**src/rtl/nanorv32_pmux_pkg.sv**
```systemverilog
// nanorv32_pmux_pkg: register offsets, AFSEL encodings and the per-pin output selector
package nanorv32_pmux_pkg;
  localparam logic [4:0] PMUX_DIR    = 5'h00;
  localparam logic [4:0] PMUX_OUT    = 5'h04;
  localparam logic [4:0] PMUX_IN     = 5'h08;
  localparam logic [4:0] PMUX_AFSEL  = 5'h0C;
  localparam logic [4:0] PMUX_IRQEN  = 5'h10;
  localparam logic [4:0] PMUX_IRQST  = 5'h14;
  localparam logic [4:0] PMUX_IRQPOL = 5'h18;
  localparam logic [31:0] PMUX_REG_RST = 32'h0;
  typedef enum logic [1:0] {
    PMUX_AF_GPIO = 2'd0,
    PMUX_AF_AF1  = 2'd1,
    PMUX_AF_AF2  = 2'd2,
    PMUX_AF_OFF  = 2'd3
  } af_sel_e;
  function automatic logic pmux_pick(logic [1:0] s, logic gpio, logic af1, logic af2);
    return s == PMUX_AF_GPIO ? gpio : s == PMUX_AF_AF1 ? af1 : s == PMUX_AF_AF2 ? af2 : 1'b0;
  endfunction
endpackage

```
**src/rtl/nanorv32_pmux_sync_filter.sv**
```systemverilog
// nanorv32_pmux_sync_filter: one pin's 2-flop synchroniser, input-enable gate and
// optional glitch filter (built when PMUX_GLITCH_FILTER_EN is defined)
module nanorv32_pmux_sync_filter #(
  parameter int FILT_CNT_W = 2
) (
  input  logic clk,
  input  logic rst_n,
  input  logic din,
  input  logic ie,
  output logic q
);
  logic s1, s2, lvl;
  always_ff @(posedge clk or negedge rst_n)
    if (!rst_n) begin
      s1 <= 1'b0;
      s2 <= 1'b0;
    end else begin
      s1 <= din;
      s2 <= s1;
    end
  assign lvl = s2 & ie;
`ifdef PMUX_GLITCH_FILTER_EN
  logic [FILT_CNT_W-1:0] cnt;
  // q follows lvl only after it has disagreed for 2**FILT_CNT_W consecutive samples
  always_ff @(posedge clk or negedge rst_n)
    if (!rst_n) begin
      cnt <= '0;
      q <= 1'b0;
    end else if (lvl == q) cnt <= '0;
    else if (&cnt) begin
      cnt <= '0;
      q <= lvl;
    end else cnt <= cnt + 1'b1;
`else
  assign q = lvl;
`endif
  if (FILT_CNT_W < 1) begin : g_bad_cnt_w
    $error("nanorv32_pmux_sync_filter: FILT_CNT_W must be at least 1");
  end
endmodule

```
**src/rtl/nanorv32_pmux.sv**
```systemverilog
// nanorv32_pmux: port-A pin mux, GPIO and edge interrupts behind APB.
// Define PMUX_GLITCH_FILTER_EN to add a per-pin glitch filter on the input path.
module nanorv32_pmux
  import nanorv32_pmux_pkg::*;
#(
  parameter int W = 16,
  parameter int FILT_CNT_W = 2
) (
  input  logic          clk,
  input  logic          rst_n,
  input  logic          psel,
  input  logic          penable,
  input  logic          pwrite,
  input  logic [4:0]    paddr,
  input  logic [31:0]   pwdata,
  output logic [31:0]   prdata,
  output logic          pready,
  input  logic [W-1:0]  af1_dout,
  input  logic [W-1:0]  af1_oe,
  input  logic [W-1:0]  af2_dout,
  input  logic [W-1:0]  af2_oe,
  output logic [W-1:0]  pmux_af_din,
  output logic [W-1:0]  pmux_pad_dout,
  output logic [W-1:0]  pmux_pad_oe,
  output logic [W-1:0]  pmux_pad_ie,
  input  logic [W-1:0]  pad_pmux_din,
  output logic          pmux_irq
);
  logic [W-1:0] dir, gpio_out, irqen, irqst, irqpol, in_q, in_prev, edge_set, st_clr;
  logic [W-1:0] dout_n, oe_n, ie_n;
  logic [2*W-1:0] afsel;
  logic wr;
  assign wr = psel & penable & pwrite;
  assign pready = 1'b1;
  assign pmux_af_din = in_q;
  for (genvar g = 0; g < W; g++) begin : g_pin
    nanorv32_pmux_sync_filter #(.FILT_CNT_W(FILT_CNT_W)) u_sf (
      .clk   (clk),
      .rst_n (rst_n),
      .din   (pad_pmux_din[g]),
      .ie    (pmux_pad_ie[g]),
      .q     (in_q[g])
    );
  end
  always_comb begin
    dout_n = '0;
    oe_n = '0;
    ie_n = '0;
    for (int i = 0; i < W; i++) begin
      dout_n[i] = pmux_pick(afsel[2*i +: 2], gpio_out[i], af1_dout[i], af2_dout[i]);
      oe_n[i] = pmux_pick(afsel[2*i +: 2], dir[i], af1_oe[i], af2_oe[i]);
      ie_n[i] = afsel[2*i +: 2] != PMUX_AF_OFF;
    end
  end
  // A bit flags when it changed towards its polarity: new level differs from IRQPOL
  assign edge_set = (in_q ^ in_prev) & (in_q ^ irqpol);
  assign st_clr = (wr && paddr == PMUX_IRQST) ? pwdata[W-1:0] : '0;
  assign prdata = paddr == PMUX_DIR    ? 32'(dir) :
                  paddr == PMUX_OUT    ? 32'(gpio_out) :
                  paddr == PMUX_IN     ? 32'(in_q) :
                  paddr == PMUX_AFSEL  ? 32'(afsel) :
                  paddr == PMUX_IRQEN  ? 32'(irqen) :
                  paddr == PMUX_IRQST  ? 32'(irqst) :
                  paddr == PMUX_IRQPOL ? 32'(irqpol) : 32'd0;
  always_ff @(posedge clk or negedge rst_n)
    if (!rst_n) begin
      dir <= PMUX_REG_RST[W-1:0];
      gpio_out <= PMUX_REG_RST[W-1:0];
      afsel <= PMUX_REG_RST[2*W-1:0];
      irqen <= PMUX_REG_RST[W-1:0];
      irqst <= PMUX_REG_RST[W-1:0];
      irqpol <= PMUX_REG_RST[W-1:0];
      in_prev <= '0;
      pmux_irq <= 1'b0;
      pmux_pad_dout <= '0;
      pmux_pad_oe <= '0;
      pmux_pad_ie <= '1;
    end else begin
      if (wr && paddr == PMUX_DIR) dir <= pwdata[W-1:0];
      if (wr && paddr == PMUX_OUT) gpio_out <= pwdata[W-1:0];
      if (wr && paddr == PMUX_AFSEL) afsel <= pwdata[2*W-1:0];
      if (wr && paddr == PMUX_IRQEN) irqen <= pwdata[W-1:0];
      if (wr && paddr == PMUX_IRQPOL) irqpol <= pwdata[W-1:0];
      irqst <= (irqst & ~st_clr) | edge_set;
      in_prev <= in_q;
      pmux_irq <= |(irqst & irqen);
      pmux_pad_dout <= dout_n;
      pmux_pad_oe <= oe_n;
      pmux_pad_ie <= ie_n;
    end
endmodule

```
**config.mk**
```make
export PLATFORM = sky130hd
export DESIGN_NAME = nanorv32_pmux
export DESIGN_NICKNAME = d
export VERILOG_FILES = /design/src/rtl/nanorv32_pmux_pkg.sv /design/src/rtl/nanorv32_pmux_sync_filter.sv /design/src/rtl/nanorv32_pmux.sv
export SDC_FILE = /design/constraint.sdc
export NUM_CORES = 1
export LEC_CHECK = 0
export ABC_AREA = 1
export CORE_MARGIN = 8
export CORE_UTILIZATION = 40
export CTS_BUF_LIST = sky130_fd_sc_hd__clkbuf_8
export CTS_CLUSTER_SIZE = 28
export DETAILED_ROUTE_END_ITERATION = 12
export PLACE_DENSITY = 0.66
export REMOVE_ABC_BUFFERS = 1
export SLEW_MARGIN = 25
export SYNTH_ARGS = -nofsm -noshare
export SYNTH_HDL_FRONTEND = slang
export SYNTH_HIERARCHICAL = 1
export SYNTH_SLANG_ARGS = --single-unit
```
**constraint.sdc**
```tcl
create_clock -name clk -period 1.74 [get_ports clk]
set_clock_uncertainty 0.1 [all_clocks]
set_input_delay 0.261 -clock clk [delete_from_list [all_inputs] [get_ports clk]]
set_output_delay 0.261 -clock clk [all_outputs]
set_load 0.02 [all_outputs]
```
# == Word-level counts from Yosys, hierarchy flattened ==
# Cells that the tools add are included.
# totals
ff_bits,209
latchBits,0
ramBits,0
mem_bits_ro,0
in_bits,122
elab_cells,250
n_memories,0
# op_classes
n_addsub,0
n_mul,0
n_div,0
magnitude_cmp,0
n_eq_ne,54
n_shift,0
mux,104
bitwise,25
reduce_logical,24
# op_table
cell,n
32-bit 2-to-1 mux,4
1-bit 2-to-1 mux,96
16-bit 2-to-1 mux,4
16-bit bitwise AND,3
"2-bit by 1-bit == test with 1-bit output, second input constant",16
"2-bit == test, second input constant",16
2-bit zero test,16
"2-bit inequality test, second input constant",16
16-bit XOR,2
1-bit bitwise AND,18
16-bit NOT,1
16-bit OR,1
16-bit OR reduction,1
"5-bit == test, second input constant",3
"5-bit by 4-bit == test with 1-bit output, second input constant",2
1-bit logical AND,6
"5-bit by 3-bit == test with 1-bit output, second input constant",1
5-bit zero test,1

# == Longest topological paths before layout ==
# logic_depth
word_depth,8
ltp_mapped,8
depth_no_buf,7

# == Modules after synthesis ==
# The synthesis kept the hierarchy.
# modules_own_cells
module,n_inst,cells_each,area_each_um2
nanorv32_pmux,1,917,7872.6
nanorv32_pmux_sync_filter,16,4,57.6

# == Worst setup path before layout ==
# No wires, ideal clock.
# synth_timing
path_kind,input to output
start,input paddr[4]
end,output prdata[10]
arrival_ns,1.351
required_time_ns,1.379
slack_ns,0.028
path_stages,7
path_buffers,2
cell_sequence,buf_2 > inv_1 > nand4_1 > clkbuf_1 > nor2_1 > nor2_1 > nand4_1
# synth_between
elab_chain_len,8
elab_cells_between_ends,14
cone_classes,eq/ne: 6; mux: 7; reduce/logical: 1
# synth_lines
element,line_no,rtl
start: declaration,nanorv32_pmux.sv:14,"input logic [4:0] paddr,"
5-bit == test,nanorv32_pmux.sv:64,paddr == PMUX_IRQPOL ? 32'(irqpol) : 32'd0;
16-bit 2-to-1 mux,nanorv32_pmux.sv:64,
16-bit 2-to-1 mux,nanorv32_pmux.sv:63,paddr == PMUX_IRQST ? 32'(irqst) :
16-bit 2-to-1 mux,nanorv32_pmux.sv:62,paddr == PMUX_IRQEN ? 32'(irqen) :
32-bit 2-to-1 mux,nanorv32_pmux.sv:61,paddr == PMUX_AFSEL ? 32'(afsel) :
32-bit 2-to-1 mux,nanorv32_pmux.sv:60,paddr == PMUX_IN ? 32'(in_q) :
32-bit 2-to-1 mux,nanorv32_pmux.sv:59,paddr == PMUX_OUT ? 32'(gpio_out) :
32-bit 2-to-1 mux *,nanorv32_pmux.sv:58,assign prdata = paddr == PMUX_DIR ? 32'(dir) :
end: declaration,nanorv32_pmux.sv:16,"output logic [31:0] prdata,"
# Every way passes the cells marked *; elsewhere a longest branch is shown, timed or not.

# == Worst setup path after layout ==
# layout_timing
start,register pmux_pad_ie[1]
end,output prdata[1]
# layout_between
elab_chain_len,4
# layout_lines
element,line_no,rtl
start: declaration,nanorv32_pmux.sv:25,"output logic [W-1:0] pmux_pad_ie,"
start signal: assignment,nanorv32_pmux.sv:89,pmux_pad_ie <= ie_n;
1-bit bitwise AND,nanorv32_pmux_sync_filter.sv:21,assign lvl = s2 & ie;
32-bit 2-to-1 mux,nanorv32_pmux.sv:60,
32-bit 2-to-1 mux,nanorv32_pmux.sv:59,
32-bit 2-to-1 mux,nanorv32_pmux.sv:58,
# Every way passes these cells.

==> metrics <==
status finished with violations; failing checks setup timing; Post-Syn Instances 981; period utilisation layout 1.07; # fillers 1878; number of port buffers 218; min Tclk post-route 1.87 ns; Worst-path clk slew 0.06 ns; RSZ-0062 raised after global routing true; Final Hold Viols 0; Top Layer Used met4; Final #Nets 1502; share of cells above drive strength 1 0.275; H-tree depth 2; CTS tree built; critical-path maximum fanout 2; peak supply drop 0.000577 V; die width 164 um; Seq/Total Area, Yosys 0.597; met3 wire len 2710 um; final setup fails 17; initial core utilization 0.405; gpl congestion 0.792; residual overflow from global routing 0; wl on met1 11800 um; Startpoint Class flip-flop; WL per Instance 16.6 um; Worst setup EP type primary output; worst path required time 1.38 ns; Reg2Reg Setup Slack 0.07 ns; final wirelength 27900 um; Worst-Skew Late Latency 0.52 ns; Util after Layout 0.626; setup ws final -0.126 ns; Longest Clk Path Bufs 3; Design Area, Final 13600 um2; Fin Hold WS 0.0695 ns; Max Transition Viols Final 0; Post-Syn Area 8790 um2; via/cell ratio 5.00; Combinational Power Share 0.172; vias in the first global route 8511; largest net degree at the start of global routing 51; CTS root buf clkbuf_8; sw power 3.25 mW; Pint 8.63 mW; count of max-cap constraint violations 0; Ys Warns 6; clock power share 0.367; HP Class input pin to flip-flop; Ant. Diodes 0; Antenna Nets Post-Route 0; pwr dens 875 nW/um2; GRT Total Usage 0.208; Final HPWL DP 19600 um; DRC 0; IO Count 220; post-synth cell types 24; Pre-antenna DRT Iters 5; die area 27000 um2; vias 8436; initial antenna violation count 0; type of the worst setup path flip-flop to primary output; Die H 164 um; Peak Freq 536 MHz; CORE AREA 21700 um2; met2 WL 13000 um; switch share 0.273; Num CTS Buffers 38; Layout area overhead 54.4%; initial DRC count 484; WP data arrival 1.50 ns; Leak Pwr 6.60 nW; Area after DPL 12200 um2; Sinks on Clock Net 209; register share of total power 0.461; # rows 54; Mean Syn Cell Area 8.96 um2; first-pass GRT wire length 44200 um; Synth Register Bits 209
[synthesized netlist by cell type, drive strengths merged]
library cell	n	area, um2
nor2	88	368
o211ai	16	120
nand4	68	425
dfrtp	193	4830
a21oi	16	80.1
nand3	145	726
buf	22	111
and3	1	6.26
o21ai	96	480
a221oi	2	17.5
nand2	212	803
dfstp	16	420
clkbuf	19	72.6
inv	84	315
nor3	1	5.00
a22o	1	8.76
conb	1	3.75
[stage by stage]
| step | setup TNS, ns | total power, mW | instances | worst slack, ns |
|---|---|---|---|---|
| 3_3_place_gp | -66.29 | 7.44 | 1554 | -0.971 |
| 6_report | -1.34 | 11.9 | 1686 | -0.126 |
| 4_1_cts | -2.05 | 11.9 | 1664 | -0.157 |
| 3_5_place_dp | -69.49 | 7.48 | 1554 | -1.00 |
| 2_1_floorplan | -95.37 | 6.26 | 940 | -1.21 |
| 5_1_grt | -3.71 | 12.5 | 1686 | -0.244 |
[what timing repair did]
action                                  CTS  global route
hold buffers                              1             0
cloned                                    1             0
gates resized for setup                 455            38
pin swaps                                31            29
endpoints found under the setup margin   97            51
setup buffers                            43            25
hold endpoints to repair                194             0
[critical path: stages (launching register included)]
cell and delay [ns]:
dfstp_2 0.54, nand2_2 0.05, inv_2 0.08, nand2_2 0.06, nand4_1 0.11, buf_4 0.15
[flip-flops by register name, indices dropped and copies added (netlist names)]
name,count
afsel,32
dir,16
g_pin.u_sf/s1,16
g_pin.u_sf/s2,16
gpio_out,16
in_prev,16
irqen,16
irqpol,16
irqst,16
pmux_pad_dout,16
pmux_pad_ie,16
pmux_pad_oe,16
pmux_irq,1
[worst paths after layout]
kind	start	endpoint	depth (start not counted)
worst max-delay path	pmux_pad_ie[1]	prdata[1]	5
worst min-delay path	pad_pmux_din[11]	g_pin[11].u_sf/s1	1
worst max register to register	pmux_pad_ie[3]	irqst[3]	11
worst min register to register	g_pin[5].u_sf/s1	g_pin[5].u_sf/s2	0
max in group asynchronous	rst_n	pmux_pad_ie[7]	3
min in group asynchronous	rst_n	pmux_pad_dout[1]	2
[metal layers]
metal,up-vias,global-route usage
li1,4107,-
met1,4006,0.265
met2,280,0.334
met3,43,0.0682
met4,0,0.0529
met5,-,0
[power groups by stage]
stage | Combinational, mW | Sequential, mW | Clock [mW]
global placement | 1.89 | 5.55 | 0
global route | 2.24 | 5.53 | 4.71
finish | 2.04 | 5.48 | 4.36
floorplan | 0.559 | 5.70 | 0
CTS | 1.99 | 5.48 | 4.46
detailed placement | 1.92 | 5.56 | 0
[cells in the final DEF (no fill, tap or decap), types with 46 or more instances in the layout]
cell and count:
dfrtp_1 193, clkdlybuf4s50_1 115, nand4_1 68, clkbuf_8 46, nor2_1 61, buf_4 159, o21ai_0 91, buf_6 60
nand3_1 143, nand2_1 191, inv_1 80
[cell type report]
class,instances,area (um2),share of cell area
sequential,209,5250,0.387
timing repair buffer,400,3710,0.274
multi-input combinational,647,3230,0.238
clock buffer,46,633,0.0466
tap,280,350,0.0258
inverter,84,315,0.0232
clock inverter,20,81.3,0.00599
[logic make-up (layout without fill, tap and decap cells)]
family,after synthesis,count (layout),share of synthesized area
and+or+nand+nor,515,515,0.265
DFF,209,209,0.597
AOI/OAI and AO/OA,131,131,0.0804
buffers and inverters,125,550,0.0568
other,1,1,0.000426
Note: power is estimated with default switching activity, not from simulation.
